### src/rtl/integral_pkg.sv
// rtl/integral_pkg.sv - shared types and default geometry for the integral-image chain
// Purpose: FSM state encoding for the rectangle-sum consumer and the default
//          window geometry shared with the row stages.
// Ports:   none (package).
package integral_pkg;

    typedef enum logic [1:0] {
        IDLE  = 2'd0,
        EVAL  = 2'd1,
        DRAIN = 2'd2
    } state_t;

    localparam int DEF_DATA_WIDTH  = 8;
    localparam int DEF_IWIDTH      = 3;
    localparam int DEF_IHEIGHT     = 3;
    localparam int DEF_COORD_WIDTH = 4;

endpackage

### src/rtl/integral_corner_fetch.sv
// rtl/integral_corner_fetch.sv - combinational select of one integral corner from the window
// Purpose: returns I(row, col) from the flattened snapshot. Indices arrive in
//          "plus one" form so that a value of 0 encodes index -1, which reads as 0.
//          Out-of-window indices also read as 0; such descriptors are flagged as
//          errors upstream and their value is discarded.
// Ports:
//   i_window  - flattened snapshot, entry (r,c) at [(r*IWIDTH+c)*DATA_WIDTH +: DATA_WIDTH]
//   i_row_p1  - row index + 1
//   i_col_p1  - column index + 1
//   o_value   - selected integral value
module integral_corner_fetch
    import integral_pkg::*;
#(
    parameter int DATA_WIDTH  = DEF_DATA_WIDTH,
    parameter int IWIDTH      = DEF_IWIDTH,
    parameter int IHEIGHT     = DEF_IHEIGHT,
    parameter int COORD_WIDTH = DEF_COORD_WIDTH
) (
    input  logic [IHEIGHT*IWIDTH*DATA_WIDTH-1:0] i_window,
    input  logic [COORD_WIDTH:0]                 i_row_p1,
    input  logic [COORD_WIDTH:0]                 i_col_p1,
    output logic [DATA_WIDTH-1:0]                o_value
);

    localparam int CW1 = COORD_WIDTH + 1;

    always_comb begin
        o_value = '0;
        for (int r = 0; r < IHEIGHT; r++) begin
            for (int c = 0; c < IWIDTH; c++) begin
                if (i_row_p1 == CW1'(r + 1) && i_col_p1 == CW1'(c + 1)) begin
                    o_value = i_window[(r*IWIDTH+c)*DATA_WIDTH +: DATA_WIDTH];
                end
            end
        end
    end

endmodule

### src/rtl/integral_rect_sum.sv
// rtl/integral_rect_sum.sv - snapshot an integral window and return Haar rectangle sums
// Purpose: latches one IHEIGHT x IWIDTH integral window, then evaluates a stream of
//          rectangle descriptors through a two-stage pipe (corner fetch, then
//          four-term add/subtract), modulo 2^DATA_WIDTH.
// Ports:
//   clk_os, reset_os             - clock, asynchronous active-low reset
//   i_window_valid/o_window_ready - window handshake, i_window_data flattened window
//   i_rect_*/o_rect_ready        - descriptor stream (x, y, w, h, last)
//   o_sum_*/i_sum_ready          - result stream (sum, err, last)
module integral_rect_sum
    import integral_pkg::*;
#(
    parameter int DATA_WIDTH  = DEF_DATA_WIDTH,
    parameter int IWIDTH      = DEF_IWIDTH,
    parameter int IHEIGHT     = DEF_IHEIGHT,
    parameter int COORD_WIDTH = DEF_COORD_WIDTH
) (
    input  logic                                 clk_os,
    input  logic                                 reset_os,
    input  logic                                 i_window_valid,
    input  logic [IHEIGHT*IWIDTH*DATA_WIDTH-1:0] i_window_data,
    output logic                                 o_window_ready,
    input  logic                                 i_rect_valid,
    input  logic [COORD_WIDTH-1:0]               i_rect_x,
    input  logic [COORD_WIDTH-1:0]               i_rect_y,
    input  logic [COORD_WIDTH-1:0]               i_rect_w,
    input  logic [COORD_WIDTH-1:0]               i_rect_h,
    input  logic                                 i_rect_last,
    output logic                                 o_rect_ready,
    output logic                                 o_sum_valid,
    output logic [DATA_WIDTH-1:0]                o_sum,
    output logic                                 o_sum_err,
    output logic                                 o_sum_last,
    input  logic                                 i_sum_ready
);

    localparam int CW1   = COORD_WIDTH + 1;
    localparam int WIN_W = IHEIGHT * IWIDTH * DATA_WIDTH;

    state_t                r_state;
    state_t                w_next_state;
    logic [WIN_W-1:0]      r_window;
    logic                  r_window_ready;

    logic                  r_s1_valid;
    logic                  r_s1_err;
    logic                  r_s1_last;
    logic [DATA_WIDTH-1:0] r_s1_a;
    logic [DATA_WIDTH-1:0] r_s1_b;
    logic [DATA_WIDTH-1:0] r_s1_c;
    logic [DATA_WIDTH-1:0] r_s1_d;

    logic                  r_sum_valid;
    logic [DATA_WIDTH-1:0] r_sum;
    logic                  r_sum_err;
    logic                  r_sum_last;

    logic                  w_advance;
    logic                  w_rect_ready;
    logic                  w_rect_fire;
    logic                  w_window_fire;
    logic                  w_sum_fire;
    logic [CW1-1:0]        w_x_p1;
    logic [CW1-1:0]        w_y_p1;
    logic [CW1-1:0]        w_x_end;
    logic [CW1-1:0]        w_y_end;
    logic                  w_err;
    logic [DATA_WIDTH-1:0] w_a;
    logic [DATA_WIDTH-1:0] w_b;
    logic [DATA_WIDTH-1:0] w_c;
    logic [DATA_WIDTH-1:0] w_d;

    assign w_advance     = !r_sum_valid || i_sum_ready;
    assign w_rect_ready  = (r_state == EVAL) && w_advance;
    assign w_rect_fire   = i_rect_valid && w_rect_ready;
    assign w_window_fire = i_window_valid && r_window_ready && (r_state == IDLE);
    assign w_sum_fire    = r_sum_valid && i_sum_ready;

    // Corner indices are carried as index+1: origin x/y directly encodes x-1/y-1,
    // and x+w / y+h encodes the inclusive far edge. Sums are done in COORD_WIDTH+1
    // bits so a far edge can never wrap back into the window.
    assign w_x_p1  = {1'b0, i_rect_x};
    assign w_y_p1  = {1'b0, i_rect_y};
    assign w_x_end = {1'b0, i_rect_x} + {1'b0, i_rect_w};
    assign w_y_end = {1'b0, i_rect_y} + {1'b0, i_rect_h};

    assign w_err = (i_rect_w == '0) || (i_rect_h == '0) ||
                   (w_x_end > CW1'(IWIDTH)) || (w_y_end > CW1'(IHEIGHT));

    integral_corner_fetch #(
        .DATA_WIDTH(DATA_WIDTH), .IWIDTH(IWIDTH), .IHEIGHT(IHEIGHT), .COORD_WIDTH(COORD_WIDTH)
    ) u_fetch_a (
        .i_window(r_window), .i_row_p1(w_y_end), .i_col_p1(w_x_end), .o_value(w_a)
    );

    integral_corner_fetch #(
        .DATA_WIDTH(DATA_WIDTH), .IWIDTH(IWIDTH), .IHEIGHT(IHEIGHT), .COORD_WIDTH(COORD_WIDTH)
    ) u_fetch_b (
        .i_window(r_window), .i_row_p1(w_y_p1), .i_col_p1(w_x_end), .o_value(w_b)
    );

    integral_corner_fetch #(
        .DATA_WIDTH(DATA_WIDTH), .IWIDTH(IWIDTH), .IHEIGHT(IHEIGHT), .COORD_WIDTH(COORD_WIDTH)
    ) u_fetch_c (
        .i_window(r_window), .i_row_p1(w_y_end), .i_col_p1(w_x_p1), .o_value(w_c)
    );

    integral_corner_fetch #(
        .DATA_WIDTH(DATA_WIDTH), .IWIDTH(IWIDTH), .IHEIGHT(IHEIGHT), .COORD_WIDTH(COORD_WIDTH)
    ) u_fetch_d (
        .i_window(r_window), .i_row_p1(w_y_p1), .i_col_p1(w_x_p1), .o_value(w_d)
    );

    always_comb begin
        w_next_state = r_state;
        case (r_state)
            IDLE:  if (w_window_fire) w_next_state = EVAL;
            EVAL:  if (w_rect_fire && i_rect_last) w_next_state = DRAIN;
            // The last result is always the youngest, so stage 1 is empty by the
            // time it handshakes; the check keeps the exit condition explicit.
            DRAIN: if (w_sum_fire && r_sum_last && !r_s1_valid) w_next_state = IDLE;
            default: w_next_state = IDLE;
        endcase
    end

    always_ff @(posedge clk_os or negedge reset_os) begin
        if (!reset_os) begin
            r_state        <= IDLE;
            r_window_ready <= 1'b0;
            r_window       <= '0;
        end else begin
            r_state        <= w_next_state;
            r_window_ready <= (w_next_state == IDLE);
            if (w_window_fire) begin
                r_window <= i_window_data;
            end
        end
    end

    // Stage 1: corner fetch and error flag.
    always_ff @(posedge clk_os or negedge reset_os) begin
        if (!reset_os) begin
            r_s1_valid <= 1'b0;
            r_s1_err   <= 1'b0;
            r_s1_last  <= 1'b0;
            r_s1_a     <= '0;
            r_s1_b     <= '0;
            r_s1_c     <= '0;
            r_s1_d     <= '0;
        end else if (w_advance) begin
            r_s1_valid <= w_rect_fire;
            if (w_rect_fire) begin
                r_s1_err  <= w_err;
                r_s1_last <= i_rect_last;
                r_s1_a    <= w_a;
                r_s1_b    <= w_b;
                r_s1_c    <= w_c;
                r_s1_d    <= w_d;
            end
        end
    end

    // Stage 2: four-term sum. Data only loads with a valid stage-1 entry so the
    // outputs keep their last value while the pipe drains.
    always_ff @(posedge clk_os or negedge reset_os) begin
        if (!reset_os) begin
            r_sum_valid <= 1'b0;
            r_sum       <= '0;
            r_sum_err   <= 1'b0;
            r_sum_last  <= 1'b0;
        end else if (w_advance) begin
            r_sum_valid <= r_s1_valid;
            if (r_s1_valid) begin
                r_sum      <= r_s1_err ? '0 : (r_s1_a - r_s1_b - r_s1_c + r_s1_d);
                r_sum_err  <= r_s1_err;
                r_sum_last <= r_s1_last;
            end
        end
    end

    assign o_window_ready = r_window_ready;
    assign o_rect_ready   = w_rect_ready;
    assign o_sum_valid    = r_sum_valid;
    assign o_sum          = r_sum;
    assign o_sum_err      = r_sum_err;
    assign o_sum_last     = r_sum_last;

endmodule

### config.mk
export PLATFORM = sky130hd
export DESIGN_NAME = integral_rect_sum
export DESIGN_NICKNAME = d
export VERILOG_FILES = /design/src/rtl/integral_pkg.sv /design/src/rtl/integral_corner_fetch.sv /design/src/rtl/integral_rect_sum.sv
export SDC_FILE = /design/constraint.sdc
export NUM_CORES = 1
export LEC_CHECK = 0
export BUFFER_PORTS_ARGS = -buffer_cell sky130_fd_sc_hd__buf_2
export CAP_MARGIN = 15
export CORE_MARGIN = 2
export CORE_UTILIZATION = 34
export DETAILED_ROUTE_END_ITERATION = 12
export GPL_TIMING_DRIVEN = 1
export PLACE_DENSITY = 0.53
export SETUP_SLACK_MARGIN = 0.05
export SYNTH_ARGS = -nofsm -noshare
export SYNTH_HDL_FRONTEND = slang
export SYNTH_SLANG_ARGS = --single-unit
### constraint.sdc
create_clock -name clk_os -period 4.04 [get_ports clk_os]
set_input_delay 0.202 -clock clk_os [delete_from_list [all_inputs] [get_ports clk_os]]
set_output_delay 0.202 -clock clk_os [all_outputs]
set_load 0.01 [all_outputs]
=== Word-level counts from Yosys, hierarchy flattened ===
Cells that the tools add are included.
W data, S select, Z words.

* $lt $le $gt $ge: 2
* Equal/unequal tests: 14
* Shift-type cells: 0
* Div/mod/pow operators: 0
* Mux-type cells: 41
* Add/sub/neg operators: 5
* Multipliers: 0
* Bitwise gates (word level): 0
* Reductions and logical operators: 56

{| class="wikitable"
|+ Operator list
! operator !! count
|-
| $mux W8 || 37
|-
| $logic_and A1 B1 Y1 || 44
|-
| $eq A5 B2 Y1 const B || 4
|-
| $eq A4 B2 Y1 const B || 4
|-
| $sub A8 B8 Y8 || 2
|-
| $add A4 B4 Y5 || 2
|-
| $eq A5 B1 Y1 const B || 2
|-
| $gt A5 B2 Y1 const B || 2
|-
| $add A8 B8 Y8 || 1
|-
| $eq A4 B1 Y1 const B || 2
|-
| $logic_not A4 Y1 || 2
|-
| $mux W2 || 3
|-
| $pmux W2 S3 || 1
|-
| $logic_not A2 Y1 || 2
|-
| $logic_or A1 B1 Y1 || 4
|-
| $reduce_and A2 Y1 || 2
|-
| $eq A2 B1 Y1 const B || 1
|-
| $eq A2 B2 Y1 const B || 1
|-
| $logic_not A1 Y1 || 2
|}

* Input bits: 94
* Bits in registers: 121
* Latch bits: 0
* Output and inout port bits: 13
* Memories: 0
* Bits in read-only memories: 0
* Bits in writable memories: 0
* Word-level logic and storage cells: 132

=== Longest topological paths before layout ===
Gate-level depths: netlist of the first run.

* Depth after elaboration: 12
* Mapped depth: 13
* Gate-level depth less buffers: 13

=== Hierarchy ===
Synthesis of the first run repeated with hierarchy kept, for this count alone.

* Cell total of the unflattened synthesis: 1032
* Area total of the unflattened synthesis: 9833.2 um2

{| class="wikitable"
|+ By module, submodules not included
! module !! area an instance (um2) !! times used !! cells an instance
|-
| integral_rect_sum || 5494.0 || 1 || 392
|-
| integral_corner_fetch || 1084.8 || 4 || 160
|}

=== Least setup slack after synthesis of the first run ===
No wires, ideal clock.

* Kind: register to register
* From: register r_s1_a[0]
* To: register r_sum[6] (netlist: o_sum[6])
* Buffers on the path: 0
* Period minus slack after synthesis: 2.991 ns
* Slack: 1.049 ns
* Required time: 3.908 ns
* Arrival time: 2.859 ns
* Setup time: 0.132 ns
* Stages on the path, launching flop included: 13
* Cell sequence: dfrtp_1 -> fa_1 -> inv_1 -> fa_1 -> inv_1 -> ha_1 -> fa_1 -> a21o_1 -> a21oi_1 -> o21bai_1 -> a21oi_1 -> xor2_1 -> o31ai_1

* Cells in the longest elaborated chain, start to end: 4

{| class="wikitable"
|+ RTL lines
! item !! RTL line !! RTL
|-
| start: declaration || integral_rect_sum.sv:48 || <nowiki>logic [DATA_WIDTH-1:0] r_s1_a;</nowiki>
|-
| start signal: assignment || integral_rect_sum.sv:155 || <nowiki>r_s1_a <= w_a;</nowiki>
|-
| $sub A8 B8 Y8 (2 in a row) || integral_rect_sum.sv:174 || <nowiki>r_sum <= r_s1_err ? '0 : (r_s1_a - r_s1_b - r_s1_c + r_s1_d);</nowiki>
|-
| $add A8 B8 Y8 || integral_rect_sum.sv:174 ||
|-
| $mux W8 || integral_rect_sum.sv:174 ||
|-
| end signal: assignment || integral_rect_sum.sv:174 ||
|-
| end: declaration || integral_rect_sum.sv:54 || <nowiki>logic [DATA_WIDTH-1:0] r_sum;</nowiki>
|}

No other way between the ends.
A chain may end at the register's enable or synchronous reset.

=== Worst setup path after layout of the first run ===
Same ends and word-level chain as after synthesis.

==> impl_metrics.env, run 1 <==
export IMPL_grt_pass1_vias=7602
export IMPL_cts_setup_buffers=0
export IMPL_worstSkewPairLatency_ns=0.43
export IMPL_reg2reg_depth=12
export IMPL_synth_top_family_by_area="compound AO/OA/AOI/OAI gates"
export IMPL_worstPathRequired_ns=4.33
export IMPL_antenna_cells=0
export IMPL_hold_buffers=50
export IMPL_synth_compound_area_frac=0.2138
export IMPL_arrival_ns=3.40
export IMPL_rsz0062_at_grt="false"
export IMPL_irDropWorstVdd_uv=385.1
export IMPL_finish_utilization=0.4285
export IMPL_synth_xor_area_frac=0.01189
export IMPL_root_buffer="clkbuf_16"
export IMPL_reg2reg_to="o_sum[6]"
export IMPL_h_tree_depth=4
export IMPL_ys_types=75
export IMPL_ios=107
export IMPL_cap_viol_max_count=0
export IMPL_drc=0
export IMPL_slew_headroom=0.2708
export IMPL_holdWs_ns=0.008785
export IMPL_path_clk_slew_ns=0.06
export IMPL_syn_num_nets=973
export IMPL_yosys_area_share_adder=0.06422
export IMPL_multi_input_area_mm2=0.004738
export IMPL_hp_class="input port to flip-flop"
export IMPL_period_share=0.7694
export IMPL_synthArstFlopShare=1.000
export IMPL_tns_ns=0
export IMPL_hold_path_depth=2
export IMPL_yosys_warnings=0
export IMPL_std_cell_rows=56
export IMPL_yosys_area_share_simple=0.1562
export IMPL_coreArea_mm2=0.02347
export IMPL_dr_pass1_iters=6
export IMPL_ys_seq_area_frac=0.3736
export IMPL_timing_final_hold_violations=0
export IMPL_portBuffers=106
export IMPL_register_area_mm2=0.003028
export IMPL_worstMarginPinSlew_ns=1.089
export IMPL_cts_made_buffers=17
export IMPL_max_freq_mhz=321.7
export IMPL_grt_max_degree=74
export IMPL_timing_rr_start="r_s1_a[0]"
export IMPL_crit_fanout=2
export IMPL_r2r_slack_ns=0.93
export IMPL_yosysTopAreaCellShare=0.3736
export IMPL_synth_area_mux_share=0.1379
export IMPL_synthToLayoutAreaGrowth_pct=24.08
export IMPL_totalWireLength_um=30680
export IMPL_cellLeakagePower_nw=4.152
export IMPL_drive_gt1_frac=0.2631
export IMPL_postRouteAntennaNets=0
export IMPL_grt_overflow=0
export IMPL_clkSinkCount=121
export IMPL_syn_area_mm2=0.008105
export IMPL_synth_area_top_cells="dfrtp_1 (37%), mux2_2 (11%), fa_1 (4.0%)"
export IMPL_synth_avg_cell_area_um2=9.569
export IMPL_setup_violations_final=0
export IMPL_fp_dieH_um=158.4
export IMPL_gp_congestion=1.009
export IMPL_route_detailed_wl_per_inst_um=23.07
export IMPL_fillers=2320
export IMPL_gr_usage_all_layers=0.2519
export IMPL_ys_top_cells_by_count="dfrtp_1 (121), mux2_2 (82), nand2_1 (70)"
export IMPL_dp_hpwl_um=22840
export IMPL_via_count=7775
export IMPL_synth_edff_count=0
export IMPL_cts_tree="yes"
export IMPL_dieWidth_um=158.4
export IMPL_ctsResizeCount=0
export IMPL_final_cell_count_no_fill=1330
export IMPL_slew_violations=0
export IMPL_via_per_inst=5.846
export IMPL_cp_end_kind="flip-flop"
export IMPL_hold_end="r_window[26]"
export IMPL_start_util=0.3453
export IMPL_startpoint_type="flip-flop"
export IMPL_nets=1125
export IMPL_die_area_mm2=0.02509
export IMPL_period_needed_ns=3.108
export IMPL_grt_pass1_wl_um=46460
export IMPL_synth_main_ff_cell="dfrtp_1"
export IMPL_synth_top_area_cell="dfrtp_1"
export IMPL_synth_seq_cells=121
export IMPL_antenna_found_initial=0
export IMPL_synth_most_common_cell="dfrtp_1"
export IMPL_dp_cells=1248
export IMPL_dr_first_iter_drc_count=945
export IMPL_clock_path_buffers=2
export IMPL_status="completed"
export IMPL_power_density_mw_per_mm2=713.2
export IMPL_syn_inst=847
export IMPL_critPathKind="flip-flop to flip-flop"
export IMPL_clock_skew_ns=0.009562
export IMPL_hold_start="i_window_data[26]"
-- cell families (layout without fill, tap and decap cells) --
group | after synthesis | after routing
flops | 121 | 121
fa+ha+maj | 32 | 32
buf+inv | 79 | 243
xor+xnor | 11 | 11
mux | 101 | 101
compound gates | 257 | 257
simple gates | 246 | 246
-- stage by stage --
step	setup slack, ns	area [um2]	power [mW]
after CTS	0.8931	10050	7.196
after detailed placement	0.6719	9006	5.697
after global routing	0.7296	10060	7.683
after floorplan	1.049	8105	4.619
after global placement	0.5270	9006	5.664
final	0.9315	10060	7.173
-- worst max-delay path by stage --
stage | startpoint | to
2_1_floorplan | r_s1_a[0] | o_sum[6]
3_3_place_gp | i_rect_y[0] | r_s1_a[5]
3_5_place_dp | i_rect_y[0] | r_s1_a[5]
4_1_cts | r_s1_a[0] | o_sum[6]
5_1_grt | r_s1_a[0] | o_sum[6]
6_report | r_s1_a[0] | o_sum[6]
-- registers in the layout (all words and copies together) (netlist names) --
register / count
r_window: 72
r_s1_b: 8
o_sum_err: 1
r_state: 2
r_s1_err: 1
r_s1_last: 1
r_s1_valid: 1
o_sum_valid: 1
r_s1_d: 8
r_s1_a: 8
r_s1_c: 8
o_sum_last: 1
o_sum: 8
o_window_ready: 1
-- layout by cell type, fill, tap and decap left out, drive strengths merged, types with 16 or more instances in the layout --
| master | Yosys | routed |
|---|---|---|
| dfrtp | 121 | 121 |
| ha | 16 | 16 |
| inv | 27 | 28 |
| nor3 | 34 | 34 |
| fa | 16 | 16 |
| nand3 | 22 | 22 |
| buf | 28 | 133 |
| o21ai | 50 | 50 |
| nand2 | 70 | 70 |
| nor2 | 64 | 64 |
| mux2i | 19 | 19 |
| mux2 | 82 | 82 |
| a22oi | 24 | 24 |
| clkbuf | 23 | 20 |
| dlygate4sd3 | 0 | 50 |
| a21oi | 55 | 55 |
| o22ai | 23 | 23 |
-- area by class of cell --
class                   count  area share
multi-input cells         647      0.4711
flip-flops and latches    121      0.3011
repair buffers            184      0.1234
clock buffers              19     0.04404
well taps                 319     0.03969
inverters                  28     0.01045
clock inverters            12     0.01020
-- critical path, cell delays in order (launching register included) --
cell	delay (ns)
dfrtp_1	0.40
fa_1	0.54
inv_1	0.05
fa_1	0.47
inv_1	0.04
ha_1	0.19
fa_1	0.40
a21o_1	0.19
a21oi_1	0.21
o21bai_1	0.09
a21oi_1	0.17
xor2_1	0.17
o31ai_1	0.07
-- metal layers --
layer	global-route usage	wire length (um)
met5	0	0
met4	0.1407	1703
met3	0.05253	2415
met2	0.3948	13900
met1	0.3246	12660
-- where the power goes --
part	switching, mW	internal, mW
Clock	0.583	0.853
Sequential	0.850	1.77
Combinational	1.56	1.56
Total	2.99	4.18
No activity file was read; power rests on OpenSTA's default activity.
==> run 2: changes to the inputs <==
PLACE_DENSITY = 0.55   (was 0.53)
clock period = 2.73 ns   (was 4.04 ns; I/O delays follow)
==> impl_metrics.env, run 2 (same netlist as run 1, synthesis figures left out) <==
export IMPL_status="complete, but fails checks"
export IMPL_violations="setup timing"
export IMPL_max_freq_mhz=346.5
export IMPL_gr_usage_all_layers=0.2642
export IMPL_nets=1227
export IMPL_std_cell_rows=56
export IMPL_root_buffer="clkbuf_16"
export IMPL_worstPathRequired_ns=3.06
export IMPL_dp_hpwl_um=24190
export IMPL_ios=107
export IMPL_cap_viol_max_count=0
export IMPL_cp_depth=12
export IMPL_drc=0
export IMPL_top_register="r_window"
export IMPL_dr_pass1_iters=6
export IMPL_path_cells="fa_1 > inv_1 > fa_1 > inv_2 > ha_4 > fa_2 > a21o_1 > a21oi_2 > o21bai_1 > a21oi_1 > xor2_1 > o31ai_1"
export IMPL_period_needed_ns=2.886
export IMPL_timing_final_hold_violations=0
export IMPL_rsz0062_at_grt="true"
export IMPL_grt_pass1_vias=8094
export IMPL_finish_utilization=0.4697
export IMPL_slew_headroom=0.5087
export IMPL_h_tree_depth=4
export IMPL_crit_fanout=2
export IMPL_clkSinkCount=121
export IMPL_antenna_found_initial=0
export IMPL_holdWs_ns=0.09787
export IMPL_path_clk_slew_ns=0.06
export IMPL_cts_tree="yes"
export IMPL_postRouteAntennaNets=0
export IMPL_clock_skew_ns=0.02281
export IMPL_crit_path_top_delay_cell="fa_1"
export IMPL_reg2reg_depth=12
export IMPL_hp_class="input port to flip-flop"
export IMPL_fin_ws_ns=-0.1560
export IMPL_cts_made_buffers=17
export IMPL_startpoint_type="flip-flop"
export IMPL_coreArea_mm2=0.02347
export IMPL_cp_end_kind="flip-flop"
export IMPL_layout_common_cells="dfrtp_1 (121), buf_2 (105), buf_4 (102)"
export IMPL_route_detailed_wl_per_inst_um=22.66
export IMPL_dr_first_iter_drc_count=690
export IMPL_irDropWorstVdd_uv=505.9
export IMPL_power_total_mw=11.42
export IMPL_grt_max_degree=74
export IMPL_start_util=0.3453
export IMPL_period_share=1.057
export IMPL_crit_path_frequent_cell="fa_1"
export IMPL_worstMarginPinSlew_ns=0.7350
export IMPL_fillers=2257
export IMPL_slew_violations=0
export IMPL_power_density_mw_per_mm2=1035
export IMPL_setup_violations_final=2
export IMPL_portBuffers=106
export IMPL_grt_overflow=0
export IMPL_via_per_inst=5.738
export IMPL_path_delay_family="adder cells"
export IMPL_antenna_cells=0
export IMPL_worstSkewPairLatency_ns=0.43
export IMPL_cpPeakStageDelay_ns=0.53
export IMPL_fp_dieH_um=158.4
export IMPL_largest_reg_flops=72
export IMPL_cp_num_buf_inv=2
export IMPL_totalWireLength_um=32450
export IMPL_die_area_mm2=0.02509
export IMPL_arrival_ns=3.21
export IMPL_synthToLayoutAreaGrowth_pct=36.03
export IMPL_gp_congestion=0.9712
export IMPL_critPathKind="flip-flop to flip-flop"
export IMPL_final_common_cell="dfrtp_1"
export IMPL_drive_gt1_frac=0.3145
export IMPL_dieWidth_um=158.4
export IMPL_grt_pass1_wl_um=48930
export IMPL_hold_path_depth=4
export IMPL_cellLeakagePower_nw=4.669
export IMPL_via_count=8217
export IMPL_clock_path_buffers=2
## run 2: what timing repair did
item	CTS	global route
setup buffers	1	0
setup endpoints to repair	3	5
endpoints found under the hold margin	102	0
resized for setup	0	2
pin swaps	2	0
hold buffers	74	0
## run 2: worst register-to-register path, cell delays in order, from the launching register on
cell      delay [ns]
dfrtp_1         0.39
fa_1            0.53
inv_1           0.05
fa_1            0.48
inv_2           0.04
ha_4            0.15
fa_2            0.35
a21o_1          0.17
a21oi_2         0.13
o21bai_1        0.07
a21oi_1         0.15
xor2_1          0.08
o31ai_1         0.18
## run 2: worst paths after layout
path                                   from            to  slack (ns)
worst max-delay path              r_s1_a[0]      o_sum[6]       -0.16
worst min-delay path            i_sum_ready    r_state[1]         0.1
worst max register to register    r_s1_a[0]      o_sum[6]       -0.16
worst min register to register     o_sum[0]      o_sum[0]        0.47
max in group asynchronous          reset_os  r_window[36]        1.79
min in group asynchronous          reset_os   o_sum_valid        0.21
## run 2: routing by layer
layer,share of wire,GRT usage,vias up
met5,0,0,-
li1,-,-,3699
met4,0.050,0.1360,0
met1,0.41,0.3416,3993
met2,0.46,0.4242,426
met3,0.074,0.04709,99
## run 2: final cells by class
| class | count | area (um2) | share of cell area |
|---|---|---|---|
| multi-input cells | 647 | 4772 | 0.4328 |
| flip-flops and latches | 121 | 3028 | 0.2746 |
| repair buffers | 286 | 2132 | 0.1934 |
| clock buffers | 22 | 474.2 | 0.04301 |
| well taps | 319 | 399.1 | 0.03620 |
| clock inverters | 9 | 115.1 | 0.01044 |
| inverters | 28 | 105.1 | 0.009532 |
## run 2: through the flow
step / cell area, um2 / worst slack, ns / setup TNS (ns) / instances
final: 11030 / -0.1560 / -0.1780 / 1432
after detailed placement: 9678 / -0.1869 / -0.4532 / 1326
after global placement: 9678 / -0.1867 / -0.4580 / 1326
after floorplan: 8129 / -0.1218 / -0.1218 / 847
after CTS: 11020 / -0.1856 / -0.2509 / 1432
after global routing: 11030 / -0.3025 / -0.5662 / 1432
## run 2: power breakdown
group / internal, mW / switching [mW] / total (mW)
Sequential: 2.62 / 1.20 / 3.82
Combinational: 2.78 / 2.52 / 5.30
Clock: 1.42 / 0.871 / 2.29
